--- config.mk ---
export PLATFORM = sky130hd
export DESIGN_NAME = multicycle_control_flat
export DESIGN_NICKNAME = d
export VERILOG_FILES = /design/src/rtl/multicycle_control_if.sv /design/src/rtl/multicycle_control.sv /design/src/flat_wrapper.sv
export SDC_FILE = /design/constraint.sdc
export NUM_CORES = 1
export LEC_CHECK = 0
export ABC_AREA = 1
export BUFFER_PORTS_ARGS = -buffer_cell sky130_fd_sc_hd__clkbuf_2
export CAP_MARGIN = 20
export CORE_AREA = 2 2 49 56
export DETAILED_ROUTE_END_ITERATION = 12
export DIE_AREA = 0 0 51 58
export GPL_TIMING_DRIVEN = 0
export PLACE_DENSITY = 0.76
export SYNTH_ARGS = -nofsm -noshare
export SYNTH_HDL_FRONTEND = slang
export SYNTH_SLANG_ARGS = --single-unit
--- constraint.sdc ---
create_clock -name clk -period 1.7 [get_ports clk]
set_clock_uncertainty 0.2 [all_clocks]
set_input_delay 0.085 -clock clk [delete_from_list [all_inputs] [get_ports clk]]
set_output_delay 0.085 -clock clk [all_outputs]
set_load 0.01 [all_outputs]
--- src/rtl/multicycle_control_if.sv ---
// Control/datapath bundle for the LEGv8 multi-cycle control FSM.
// master = control unit (drives strobes/selects), slave = datapath side.
interface multicycle_control_if #(
    parameter int CNT_W = 32
);
    logic [10:0]      opcode;
    logic             zero;
    logic             memReady;
    logic [2:0]       aluOP;
    logic             aluSrcA;
    logic [1:0]       aluSrcB;
    logic             pcWrite;
    logic             pcSrc;
    logic             irWrite;
    logic             iOrD;
    logic             memRead;
    logic             memWrite;
    logic             regWrite;
    logic             memToReg;
    logic             reg2Loc;
    logic             illegal;
    logic [3:0]       state;
    logic [CNT_W-1:0] instRetired;

    modport master (
        input  opcode, zero, memReady,
        output aluOP, aluSrcA, aluSrcB, pcWrite, pcSrc, irWrite, iOrD,
               memRead, memWrite, regWrite, memToReg, reg2Loc, illegal,
               state, instRetired
    );

    modport slave (
        output opcode, zero, memReady,
        input  aluOP, aluSrcA, aluSrcB, pcWrite, pcSrc, irWrite, iOrD,
               memRead, memWrite, regWrite, memToReg, reg2Loc, illegal,
               state, instRetired
    );
endinterface

--- src/rtl/multicycle_control.sv ---
// Multi-cycle control FSM for the 64-bit LEGv8 datapath (fetch/decode/execute/mem/wb).
// Optional retired-instruction counter enabled by defining CTRL_PERF_COUNT_EN.
module multicycle_control #(
    parameter int CNT_W = 32
) (
    input  logic                 clk,
    input  logic                 rst_n,
    multicycle_control_if.master bus
);

    typedef enum logic [3:0] {
        S_IDLE     = 4'd0,
        S_FETCH    = 4'd1,
        S_DECODE   = 4'd2,
        S_EXEC_R   = 4'd3,
        S_WB_R     = 4'd4,
        S_EXEC_MEM = 4'd5,
        S_MEM_RD   = 4'd6,
        S_WB_MEM   = 4'd7,
        S_MEM_WR   = 4'd8,
        S_BRANCH   = 4'd9,
        S_JUMP     = 4'd10,
        S_TRAP     = 4'd11
    } state_e;

    typedef enum logic [3:0] {
        I_ADD, I_SUB, I_AND, I_ORR, I_LDUR, I_STUR, I_CBZ, I_B, I_ILL
    } inst_e;

    state_e state, state_nxt;
    inst_e  inst;

    function automatic inst_e decode_op(input logic [10:0] op);
        inst_e r;
        case (op)
            11'b10001011000: r = I_ADD;
            11'b11001011000: r = I_SUB;
            11'b10001010000: r = I_AND;
            11'b10101010000: r = I_ORR;
            11'b11111000010: r = I_LDUR;
            11'b11111000000: r = I_STUR;
            default: begin
                if (op[10:3] == 8'b10110100)    r = I_CBZ;
                else if (op[10:5] == 6'b000101) r = I_B;
                else                            r = I_ILL;
            end
        endcase
        return r;
    endfunction

    function automatic logic [2:0] rtype_aluop(input inst_e i);
        logic [2:0] r;
        case (i)
            I_SUB:   r = 3'b001;
            I_AND:   r = 3'b010;
            I_ORR:   r = 3'b011;
            default: r = 3'b000;
        endcase
        return r;
    endfunction

    assign inst      = decode_op(bus.opcode);
    assign bus.state = state;

    always_ff @(posedge clk or negedge rst_n) begin
        if (!rst_n) state <= S_IDLE;
        else        state <= state_nxt;
    end

    // Moore decode; only FETCH's load strobes and BRANCH's pcWrite look at inputs.
    always_comb begin
        state_nxt    = state;
        bus.aluOP    = 3'b000;
        bus.aluSrcA  = 1'b0;
        bus.aluSrcB  = 2'b00;
        bus.pcWrite  = 1'b0;
        bus.pcSrc    = 1'b0;
        bus.irWrite  = 1'b0;
        bus.iOrD     = 1'b0;
        bus.memRead  = 1'b0;
        bus.memWrite = 1'b0;
        bus.regWrite = 1'b0;
        bus.memToReg = 1'b0;
        bus.reg2Loc  = 1'b0;
        bus.illegal  = 1'b0;
        case (state)
            S_IDLE: state_nxt = S_FETCH;
            S_FETCH: begin
                bus.memRead = 1'b1;
                bus.aluSrcB = 2'b01;
                if (bus.memReady) begin
                    bus.irWrite = 1'b1;
                    bus.pcWrite = 1'b1;
                    state_nxt   = S_DECODE;
                end
            end
            S_DECODE: begin
                bus.aluSrcB = 2'b11;
                bus.reg2Loc = (inst == I_STUR) || (inst == I_CBZ);
                case (inst)
                    I_ADD, I_SUB, I_AND, I_ORR: state_nxt = S_EXEC_R;
                    I_LDUR, I_STUR:             state_nxt = S_EXEC_MEM;
                    I_CBZ:                      state_nxt = S_BRANCH;
                    I_B:                        state_nxt = S_JUMP;
                    default:                    state_nxt = S_TRAP;
                endcase
            end
            S_EXEC_R: begin
                bus.aluSrcA = 1'b1;
                bus.aluOP   = rtype_aluop(inst);
                state_nxt   = S_WB_R;
            end
            S_WB_R: begin
                bus.regWrite = 1'b1;
                state_nxt    = S_FETCH;
            end
            S_EXEC_MEM: begin
                bus.aluSrcA = 1'b1;
                bus.aluSrcB = 2'b10;
                bus.reg2Loc = (inst == I_STUR);
                state_nxt   = (inst == I_STUR) ? S_MEM_WR : S_MEM_RD;
            end
            S_MEM_RD: begin
                bus.memRead = 1'b1;
                bus.iOrD    = 1'b1;
                if (bus.memReady) state_nxt = S_WB_MEM;
            end
            S_WB_MEM: begin
                bus.regWrite = 1'b1;
                bus.memToReg = 1'b1;
                state_nxt    = S_FETCH;
            end
            S_MEM_WR: begin
                bus.memWrite = 1'b1;
                bus.iOrD     = 1'b1;
                bus.reg2Loc  = 1'b1;
                if (bus.memReady) state_nxt = S_FETCH;
            end
            S_BRANCH: begin
                bus.aluSrcA = 1'b1;
                bus.reg2Loc = 1'b1;
                bus.aluOP   = 3'b100;
                bus.pcSrc   = 1'b1;
                bus.pcWrite = bus.zero;
                state_nxt   = S_FETCH;
            end
            S_JUMP: begin
                bus.pcWrite = 1'b1;
                bus.pcSrc   = 1'b1;
                state_nxt   = S_FETCH;
            end
            S_TRAP: begin
                bus.illegal = 1'b1;
                state_nxt   = S_TRAP;
            end
            default: state_nxt = S_IDLE;
        endcase
    end

`ifdef CTRL_PERF_COUNT_EN
    logic [CNT_W-1:0] cnt;
    logic             retire;

    // Final cycle of every instruction; TRAP never retires.
    always_comb begin
        retire = 1'b0;
        case (state)
            S_WB_R, S_WB_MEM, S_BRANCH, S_JUMP: retire = 1'b1;
            S_MEM_WR:                           retire = bus.memReady;
            default:                            retire = 1'b0;
        endcase
    end

    always_ff @(posedge clk or negedge rst_n) begin
        if (!rst_n)      cnt <= '0;
        else if (retire) cnt <= cnt + CNT_W'(1);
    end

    assign bus.instRetired = cnt;
`else
    assign bus.instRetired = '0;
`endif

endmodule

--- src/flat_wrapper.sv ---
// flat-port wrapper written by rule: the top's interface ports become plain ports
module multicycle_control_flat 
#(
    parameter int CNT_W = 32
)
  (clk, rst_n, bus_opcode, bus_zero, bus_memReady, bus_aluOP, bus_aluSrcA, bus_aluSrcB, bus_pcWrite, bus_pcSrc, bus_irWrite, bus_iOrD, bus_memRead, bus_memWrite, bus_regWrite, bus_memToReg, bus_reg2Loc, bus_illegal, bus_state, bus_instRetired);
  multicycle_control_if #(.CNT_W(CNT_W)) bus_i ();
  input  logic clk;
  input  logic rst_n;
  input wire logic [$bits(bus_i.opcode)-1:0] bus_opcode;
  input wire logic [$bits(bus_i.zero)-1:0] bus_zero;
  input wire logic [$bits(bus_i.memReady)-1:0] bus_memReady;
  output wire logic [$bits(bus_i.aluOP)-1:0] bus_aluOP;
  output wire logic [$bits(bus_i.aluSrcA)-1:0] bus_aluSrcA;
  output wire logic [$bits(bus_i.aluSrcB)-1:0] bus_aluSrcB;
  output wire logic [$bits(bus_i.pcWrite)-1:0] bus_pcWrite;
  output wire logic [$bits(bus_i.pcSrc)-1:0] bus_pcSrc;
  output wire logic [$bits(bus_i.irWrite)-1:0] bus_irWrite;
  output wire logic [$bits(bus_i.iOrD)-1:0] bus_iOrD;
  output wire logic [$bits(bus_i.memRead)-1:0] bus_memRead;
  output wire logic [$bits(bus_i.memWrite)-1:0] bus_memWrite;
  output wire logic [$bits(bus_i.regWrite)-1:0] bus_regWrite;
  output wire logic [$bits(bus_i.memToReg)-1:0] bus_memToReg;
  output wire logic [$bits(bus_i.reg2Loc)-1:0] bus_reg2Loc;
  output wire logic [$bits(bus_i.illegal)-1:0] bus_illegal;
  output wire logic [$bits(bus_i.state)-1:0] bus_state;
  output wire logic [$bits(bus_i.instRetired)-1:0] bus_instRetired;
  assign bus_i.opcode = bus_opcode;
  assign bus_i.zero = bus_zero;
  assign bus_i.memReady = bus_memReady;
  assign bus_aluOP = bus_i.aluOP;
  assign bus_aluSrcA = bus_i.aluSrcA;
  assign bus_aluSrcB = bus_i.aluSrcB;
  assign bus_pcWrite = bus_i.pcWrite;
  assign bus_pcSrc = bus_i.pcSrc;
  assign bus_irWrite = bus_i.irWrite;
  assign bus_iOrD = bus_i.iOrD;
  assign bus_memRead = bus_i.memRead;
  assign bus_memWrite = bus_i.memWrite;
  assign bus_regWrite = bus_i.regWrite;
  assign bus_memToReg = bus_i.memToReg;
  assign bus_reg2Loc = bus_i.reg2Loc;
  assign bus_illegal = bus_i.illegal;
  assign bus_state = bus_i.state;
  assign bus_instRetired = bus_i.instRetired;
  multicycle_control #(.CNT_W(CNT_W)) u_core (.clk(clk), .rst_n(rst_n), .bus(bus_i));
endmodule
==> results of run 1 <==
[final cells by class]
cell class	count	area [sq um]	share of cell area (%)
Multi-Input combinational cell	124	619	44.8
Timing Repair Buffer	44	253	18.3
Buffer	32	240	17.4
Inverter	28	105	7.60
Sequential cell	4	104	7.51
Tap cell	31	38.8	2.81
Clock buffer	3	22.5	1.63
[logic make-up after synthesis]
kind of cell | count (synthesis) | synth area share [%]
AND/OR/NAND/NOR | 80 | 40.9
buffers and inverters | 60 | 38.4
AO/OA/AOI/OAI | 12 | 9.05
flip-flops | 4 | 11.1
other | 1 | 0.417
[path summary, 6_finish.rpt]
check / startpoint / to / slack, ns / depth (start not counted)
worst max-delay path: u_core.bus.state[3]$_DFFE_PN0P_ / bus_pcWrite / -0.03 / 7
worst min-delay path: bus_opcode[0] / u_core.bus.state[2]$_DFFE_PN0P_ / 0.03 / 4
worst max register to register: u_core.bus.state[3]$_DFFE_PN0P_ / u_core.bus.state[0]$_DFFE_PN0P_ / 0.23 / 7
worst min register to register: u_core.bus.state[0]$_DFFE_PN0P_ / u_core.bus.state[0]$_DFFE_PN0P_ / 0.47 / 2
max in group asynchronous: rst_n / u_core.bus.state[2]$_DFFE_PN0P_ / 0.56 / 3
min in group asynchronous: rst_n / u_core.bus.state[1]$_DFFE_PN0P_ / 0.55 / 3
[metrics by stage]
stage	utilization [%]	setup TNS [ns]	hold slack (ns)
2_1_floorplan	-	0	-0.411
3_3_place_gp	51.0	0	-0.310
3_5_place_dp	51.0	0	-0.305
4_1_cts	55.4	-0.00713	0.0386
5_1_grt	57.6	-0.264	0.0459
6_report	57.6	-0.0411	0.0301
[what timing repair did]
action | CTS | global route
setup endpoints to repair | 3 | 8
buffers inserted | 6 | 1
hold buffers | 3 | 0
endpoints found under the hold margin | 7 | 0
pin swaps | 5 | 5
gates resized for setup | 5 | 24
[layout by cell type, fill, tap and decap left out, drive strengths merged, types with 2 or more instances in the layout]
| master | count |
|---|---|
| dlygate4sd3 | 3 |
| inv | 28 |
| a21oi | 3 |
| nand4 | 2 |
| conb | 32 |
| nand3 | 9 |
| dfrtp | 4 |
| o21ai | 5 |
| nand2 | 32 |
| buf | 44 |
| clkbuf | 32 |
| nor2 | 35 |
[layer usage]
layer	GRT usage, %	part of all wire (%)	vias to the layer above	wire (microns)
li1	-	-	575	-
met4	6.18	0.88	0	19
met1	13.8	39	425	842
met3	1.55	10	4	220
met5	0	0	-	0
met2	26.2	50	61	1070
[worst max-delay path, delay by kind of cell (launching register included)]
family                 cells  cell delay, ns
AO/OA/AOI/OAI              1            0.10
buffers and inverters      3            0.28
flip-flops                 1            0.45
AND/OR/NAND/NOR            3            0.38
[power by group through the flow]
stage | combinational [mW] | clock, mW | sequential (mW)
after CTS | 1.00 | 0.122 | 0.193
final | 1.12 | 0.122 | 0.224
after global placement | 0.882 | 0 | 0.191
after floorplan | 0.583 | 0 | 0.206
after detailed placement | 0.887 | 0 | 0.190
after global routing | 1.23 | 0.138 | 0.231
==> results.sh, run 1 <==
export IMPL_fmax_ghz=0.578
export IMPL_start_util_pct=37.4
export IMPL_cts_tree="built"
export IMPL_io_buffers=34
export IMPL_first_global_vias=869
export IMPL_maxCapViolCount=0
export IMPL_power_leakage_nw=0.871
export IMPL_dr_first_iter_drc_count=23
export IMPL_yosys_area_top_type="buf_4"
export IMPL_power_switching_mw=0.766
export IMPL_reg_top3="u_core.bus.state (4)"
export IMPL_setup_viol=2
export IMPL_cp_max_fo=5
export IMPL_cts_num_sinks=4
export IMPL_drc_errors=0
export IMPL_wl_mm=2.15
export IMPL_power_total_mw=1.47
export IMPL_largest_reg_flops=4
export IMPL_async_flop_share_pct=100
export IMPL_regMostFlops="u_core.bus.state"
export IMPL_violations="setup timing"
export IMPL_drv_slew=0
export IMPL_clk_latency_ns=0.24
export IMPL_syn_area_sq_um=898
export IMPL_clkTransAtPathRegs_ns=0.04
export IMPL_synth_most_common_cell="buf_4"
export IMPL_nNetsFinal=252
export IMPL_synth_top_cell_area_share_pct=26.7
export IMPL_row_count=19
export IMPL_ir_drop_mv=0.759
export IMPL_clock_tree_root_cell="clkbuf_4"
export IMPL_synth_cells=157
export IMPL_wire_per_inst_microns=8.10
export IMPL_ys_flop_type="dfrtp_1"
export IMPL_postPlaceCellArea_sq_um=1220
export IMPL_final_cells=266
export IMPL_crit_type="flop to primary output"
export IMPL_place_gp_congestion=0.813
export IMPL_p_clk_share_pct=8.3
export IMPL_swShare_pct=52.2
export IMPL_grt_usage_pct=13.4
export IMPL_grt_pass1_wl_mm=3.15
export IMPL_die_area_sq_um=2960
export IMPL_min_period_over_period_pct=102
export IMPL_area_delta_synth_final_pct=53.9
export IMPL_cp_slowest_cell="dfrtp_2"
export IMPL_worstSetupStartpointType="flop"
export IMPL_synth_area_leaders="buf_4, nor2_1, dfrtp_1"
export IMPL_power_frac_seq_pct=15.3
export IMPL_overflow=0
export IMPL_grt_antenna_before_repair=0
export IMPL_numCtsBuffers=3
export IMPL_post_route_min_period_ns=1.73
export IMPL_max_stage_delay_ns=0.45
export IMPL_hpwl_mm=1.72
export IMPL_crit_top_cell="nor2_2"
export IMPL_fin_area_sq_um=1380
export IMPL_place_inst=253
export IMPL_rsz0062_at_grt="true"
export IMPL_cp_cell_sequence="nor2_4, inv_2, nor2_2, inv_1, nor2_2, a211o_1, clkbuf_2"
export IMPL_cellPowerDensity_nw_per_um2=1060
export IMPL_ys_ff_latch=4
export IMPL_diodes=0
export IMPL_routed_via_count=1065
export IMPL_clk_path_buf_depth=2
export IMPL_grt_max_degree=7
export IMPL_n_fill_cell=251
export IMPL_cp_required_ns=1.41
export IMPL_firstDrtPassIters=4
export IMPL_ios=67
export IMPL_p_int_mw=0.700
export IMPL_status="complete, but fails checks"
export IMPL_worstPathArrival_ns=1.45
export IMPL_hold_viol=0
export IMPL_setup_ws_ns=-0.0306
export IMPL_drive_gt1_share_pct=48.5
export IMPL_drtAntennaViolNets=0
export IMPL_die_width_microns=51
export IMPL_hold_path_class="input pin to flop"
export IMPL_ys_seq_area_share_pct=11.1
export IMPL_fp_coreArea_sq_um=2400
export IMPL_cts_max_level=1
export IMPL_p_comb_share_pct=76.4
export IMPL_fp_dieH_microns=58
export IMPL_synth_edff_count=0
export IMPL_ys_types=24
export IMPL_via_per_inst=4.00
export IMPL_synthTopCellsByCount="buf_4, nor2_1, nand2_1"
export IMPL_dp_slack_ns=0.124
export IMPL_avgSynthCellArea_sq_um=5.72
export IMPL_endpoint_kind="primary output"
export IMPL_yosys_warnings=0
Note: power is estimated with default switching activity, not from simulation.
==> run 2, diff against run 1 <==
--- a/config.mk
+++ b/config.mk
@@ -16,3 +16,4 @@
 export SYNTH_ARGS = -nofsm -noshare
 export SYNTH_HDL_FRONTEND = slang
 export SYNTH_SLANG_ARGS = --single-unit
+export TNS_END_PERCENT = 5
==> results.sh, run 2 (synthesized netlist as in run 1, its figures left out) <==
export IMPL_fp_coreArea_sq_um=2400
export IMPL_power_leakage_nw=0.866
export IMPL_place_gp_congestion=0.813
export IMPL_grt_antenna_before_repair=0
export IMPL_cts_tree="built"
export IMPL_endpoint_kind="primary output"
export IMPL_grt_usage_pct=13.4
export IMPL_regMostFlops="u_core.bus.state"
export IMPL_holdWs_ns=0.0336
export IMPL_setup_ws_ns=-0.0157
export IMPL_hpwl_mm=1.72
export IMPL_die_width_microns=51
export IMPL_maxCapViolCount=0
export IMPL_dr_first_iter_drc_count=19
export IMPL_ios=67
export IMPL_routed_via_count=1054
export IMPL_status="complete, but fails checks"
export IMPL_post_route_min_period_ns=1.72
export IMPL_area_delta_synth_final_pct=50.7
export IMPL_cp_max_fo=5
export IMPL_min_period_over_period_pct=101
export IMPL_row_count=19
export IMPL_final_common_cell="buf_4"
export IMPL_n_fill_cell=258
export IMPL_die_area_sq_um=2960
export IMPL_start_util_pct=37.4
export IMPL_violations="setup timing"
export IMPL_reg2reg_setup_slack_ns=0.19
export IMPL_cellPowerDensity_nw_per_um2=1030
export IMPL_final_util_pct=56.4
export IMPL_drv_slew=0
export IMPL_first_global_vias=869
export IMPL_whs_path_depth=4
export IMPL_largest_reg_flops=4
export IMPL_numCtsBuffers=3
export IMPL_firstDrtPassIters=4
export IMPL_io_buffers=34
export IMPL_wl_mm=2.06
export IMPL_worstSetupStartpointType="flop"
export IMPL_drtAntennaViolNets=0
export IMPL_clk_latency_ns=0.23
export IMPL_diodes=0
export IMPL_r2r_cells=8
export IMPL_nNetsFinal=251
export IMPL_worstPathArrival_ns=1.43
export IMPL_drc_errors=0
export IMPL_cts_num_sinks=4
export IMPL_clkTransAtPathRegs_ns=0.04
export IMPL_hold_path_class="input pin to flop"
export IMPL_cts_max_level=1
export IMPL_fin_tns_setup_ns=-0.0240
export IMPL_grt_max_degree=7
export IMPL_ir_drop_mv=0.726
export IMPL_cp_required_ns=1.41
export IMPL_grt_pass1_wl_mm=3.15
export IMPL_fp_dieH_microns=58
export IMPL_regArea_sq_um=100
export IMPL_clk_path_buf_depth=2
export IMPL_overflow=0
export IMPL_hold_viol=0
export IMPL_rsz0062_at_grt="true"
export IMPL_drive_gt1_share_pct=44.0
export IMPL_layout_common_cells="buf_4, conb_1, clkbuf_2"
export IMPL_wire_per_inst_microns=7.79
export IMPL_reg_top3="u_core.bus.state (4)"
export IMPL_crit_type="flop to primary output"
export IMPL_setup_viol=2
export IMPL_multi_input_area_sq_um=602
export IMPL_fmax_ghz=0.583
export IMPL_clock_tree_root_cell="clkbuf_4"
export IMPL_via_per_inst=3.98
run 2: worst paths after layout:
path                                            startpoint                               to
min in group asynchronous                            rst_n  u_core.bus.state[3]$_DFFE_PN0P_
setup / recovery           u_core.bus.state[3]$_DFFE_PN0P_                     bus_aluOP[0]
hold / removal                               bus_opcode[0]  u_core.bus.state[2]$_DFFE_PN0P_
setup reg to reg           u_core.bus.state[0]$_DFFE_PN0P_  u_core.bus.state[0]$_DFFE_PN0P_
max in group asynchronous                            rst_n  u_core.bus.state[0]$_DFFE_PN0P_
hold reg to reg            u_core.bus.state[0]$_DFFE_PN0P_  u_core.bus.state[0]$_DFFE_PN0P_
run 2: layout make-up:
class / count / share of cell area (%)
multi-input cells: 124 / 44.5
repair buffers: 43 / 18.1
plain buffers: 32 / 17.7
inverters: 28 / 7.76
flip-flops and latches: 4 / 7.39
well taps: 31 / 2.87
clock buffers: 3 / 1.66
run 2: repair_timing:
item                                    in CTS  in global routing
setup buffers                                6                  0
resized for setup                            5                 10
hold endpoints to repair                     7                  0
endpoints found under the setup margin       3                  8
pin swaps                                    5                  4
hold buffers                                 3                  0
run 2: worst max-delay path, cell delays in order, from the launching register on:
cell	delay, ns
dfrtp_1	0.42
nor2_2	0.17
inv_2	0.09
nor2_4	0.10
nand2_2	0.05
or2_1	0.20
inv_1	0.05
buf_2	0.11
run 2: layer usage:
metal	vias to the layer above	routed length, microns	share of wire (%)	track usage (%)
li1	573	-	-	-
met1	421	840	41	13.8
met2	56	1010	49	26.2
met3	4	192	9.3	1.55
met4	0	23	1.1	6.18
met5	-	0	0	0
run 2: report_power, final:
group | internal (mW) | total (mW) | switching [mW]
Combinational | 0.441 | 1.07 | 0.626
Sequential | 0.143 | 0.207 | 0.0636
Clock | 0.0789 | 0.117 | 0.0382
Total | 0.663 | 1.39 | 0.727
run 2: stage by stage:
| stage | power (mW) | instance area, sq um | instances | setup WS [ns] |
|---|---|---|---|---|
| finish | 1.39 | 1350 | 265 | -0.0157 |
| global placement | 1.07 | 1220 | 253 | 0.126 |
| CTS | 1.32 | 1330 | 265 | -0.00547 |
| floorplan | 0.789 | 1010 | 188 | 0.153 |
| global route | 1.51 | 1350 | 265 | -0.113 |
| detailed placement | 1.08 | 1220 | 253 | 0.124 |
==> run 3, diff against run 2 <==
--- a/config.mk
+++ b/config.mk
@@ -6,13 +6,12 @@
 export NUM_CORES = 1
 export LEC_CHECK = 0
 export ABC_AREA = 1
-export BUFFER_PORTS_ARGS = -buffer_cell sky130_fd_sc_hd__clkbuf_2
 export CAP_MARGIN = 20
 export CORE_AREA = 2 2 49 56
 export DETAILED_ROUTE_END_ITERATION = 12
 export DIE_AREA = 0 0 51 58
+export DONT_BUFFER_PORTS = 1
 export GPL_TIMING_DRIVEN = 0
-export PLACE_DENSITY = 0.76
 export SYNTH_ARGS = -nofsm -noshare
 export SYNTH_HDL_FRONTEND = slang
 export SYNTH_SLANG_ARGS = --single-unit
==> results.sh, run 3 (synthesized netlist as in run 1, its figures left out) <==
export IMPL_fp_dieH_microns=58
export IMPL_die_area_sq_um=2960
export IMPL_grt_pass1_wl_mm=3.25
export IMPL_routed_via_count=938
export IMPL_p_clk_share_pct=9.2
export IMPL_clk_latency_ns=0.23
export IMPL_diodes=0
export IMPL_wire_per_inst_microns=9.32
export IMPL_firstDrtPassIters=4
export IMPL_drv_slew=0
export IMPL_largest_reg_flops=4
export IMPL_wl_mm=2.13
export IMPL_ir_drop_mv=0.542
export IMPL_worstSetupStartpointType="flop"
export IMPL_endpoint_kind="primary output"
export IMPL_swShare_pct=57.6
export IMPL_cts_tree="built"
export IMPL_io_buffers=0
export IMPL_numCtsBuffers=3
export IMPL_clkTransAtPathRegs_ns=0.04
export IMPL_power_frac_seq_pct=20.5
export IMPL_worstPathArrival_ns=1.40
export IMPL_min_from="bus_opcode[8]"
export IMPL_layout_common_cells="buf_4, conb_1, nand2_1"
export IMPL_power_leakage_nw=0.697
export IMPL_power_switching_mw=0.716
export IMPL_setup_viol=0
export IMPL_start_util_pct=37.4
export IMPL_grt_max_degree=7
export IMPL_clock_tree_root_cell="clkbuf_4"
export IMPL_timing_rr_end="u_core.bus.state[0]$_DFFE_PN0P_"
export IMPL_hpwl_mm=1.75
export IMPL_grt_antenna_before_repair=0
export IMPL_clk_path_buf_depth=2
export IMPL_routed_top_layer="met3"
export IMPL_grt_usage_pct=14.2
export IMPL_nNetsFinal=215
export IMPL_final_common_cell="buf_4"
export IMPL_cts_max_level=1
export IMPL_maxCapViolCount=0
export IMPL_row_count=19
export IMPL_first_global_vias=812
export IMPL_drtAntennaViolNets=0
export IMPL_min_period_over_period_pct=99.0
export IMPL_dr_first_iter_drc_count=16
export IMPL_post_route_min_period_ns=1.68
export IMPL_die_width_microns=51
export IMPL_area_delta_synth_final_pct=36.8
export IMPL_hold_path_class="input pin to flop"
export IMPL_cp_max_fo=5
export IMPL_p_comb_share_pct=70.3
export IMPL_met1_length_microns=765
export IMPL_crit_type="flop to primary output"
export IMPL_cellPowerDensity_nw_per_um2=1010
export IMPL_wl_met2_mm=1.18
export IMPL_drc_errors=0
export IMPL_power_total_mw=1.24
export IMPL_reg2reg_setup_slack_ns=0.08
export IMPL_via_per_inst=4.10
export IMPL_cp_required_ns=1.41
export IMPL_whs_path_depth=4
export IMPL_rsz0062_at_grt="true"
export IMPL_cts_num_sinks=4
export IMPL_status="complete, no violations"
export IMPL_reg_top3="u_core.bus.state (4)"
export IMPL_reg2reg_from="u_core.bus.state[2]$_DFFE_PN0P_"
export IMPL_final_util_pct=51.2
export IMPL_overflow=0
export IMPL_regMostFlops="u_core.bus.state"
export IMPL_drive_gt1_share_pct=40.4
export IMPL_r2r_cells=8
export IMPL_wl_met3_microns=188
export IMPL_fmax_ghz=0.594
export IMPL_holdPathEnd="u_core.bus.state[2]$_DFFE_PN0P_"
export IMPL_p_int_mw=0.528
export IMPL_hold_viol=0
export IMPL_ios=67
export IMPL_place_gp_congestion=0.803
export IMPL_fp_coreArea_sq_um=2400
[run 3: critical path, cell delays in order (launching register included)]
cell and delay (ns):
dfrtp_2 0.47, nor2_4 0.17, inv_4 0.07, nor2_4 0.12, inv_2 0.06, nor2_4 0.12
a211o_1 0.16
[run 3: cell type report]
class                           instances  area, sq um
Fill cell                             255         1170
Multi-Input combinational cell        124          649
Buffer                                 32          240
Inverter                               28          108
Sequential cell                         4          105
Timing Repair Buffer                    7         65.1
Tap cell                               31         38.8
Clock buffer                            3         22.5
[run 3: timing repair]
| action | in CTS | in global routing |
|---|---|---|
| endpoints found under the hold margin | 8 | 0 |
| gates resized for setup | 17 | 17 |
| pin swaps | 3 | 7 |
| endpoints found under the setup margin | 8 | 6 |
| hold buffers | 5 | 0 |
| buffers inserted | 1 | 1 |
[run 3: how the worst max path moves through the flow]
stage                               startpoint                         endpoint  slack, ns  depth (start not counted)
4_1_cts        u_core.bus.state[2]$_DFFE_PN0P_                      bus_pcWrite      0.005                          6
6_report       u_core.bus.state[3]$_DFFE_PN0P_                      bus_pcWrite       0.02                          6
3_3_place_gp   u_core.bus.state[2]$_DFFE_PN0P_  u_core.bus.state[0]$_DFFE_PN0P_       0.01                          8
5_1_grt        u_core.bus.state[3]$_DFFE_PN0P_                      bus_pcWrite      -0.05                          6
3_5_place_dp   u_core.bus.state[2]$_DFFE_PN0P_  u_core.bus.state[0]$_DFFE_PN0P_      -0.01                          8
2_1_floorplan  u_core.bus.state[1]$_DFFE_PN0P_                      bus_pcWrite       0.15                          6
[run 3: power groups by stage]
stage                     Clock (mW)  Combinational, mW  Sequential (mW)
after detailed placement           0              0.678            0.221
after global placement             0              0.669            0.217
final                          0.115              0.874            0.255
after global routing           0.133              0.959            0.261
after CTS                      0.120              0.790            0.235
after floorplan                    0              0.583            0.206
[run 3: per-stage QoR]
step           instances  hold WS, ns  setup slack (ns)  instance area, sq um  setup TNS (ns)
6_report             229       0.0213            0.0170                  1230               0
5_1_grt              229       0.0446           -0.0475                  1230          -0.101
4_1_cts              228      0.00516           0.00458                  1170               0
3_5_place_dp         219       -0.411           -0.0136                  1050         -0.0136
3_3_place_gp         219       -0.410            0.0136                  1050               0
2_1_floorplan        188       -0.411             0.153                  1010               0
[run 3: layer usage]
layer  up-vias  global-route usage [%]
li1        498                       -
met3         0                    2.84
met4         0                    6.18
met5         -                       0
met2        43                    28.4
met1       397                    13.7
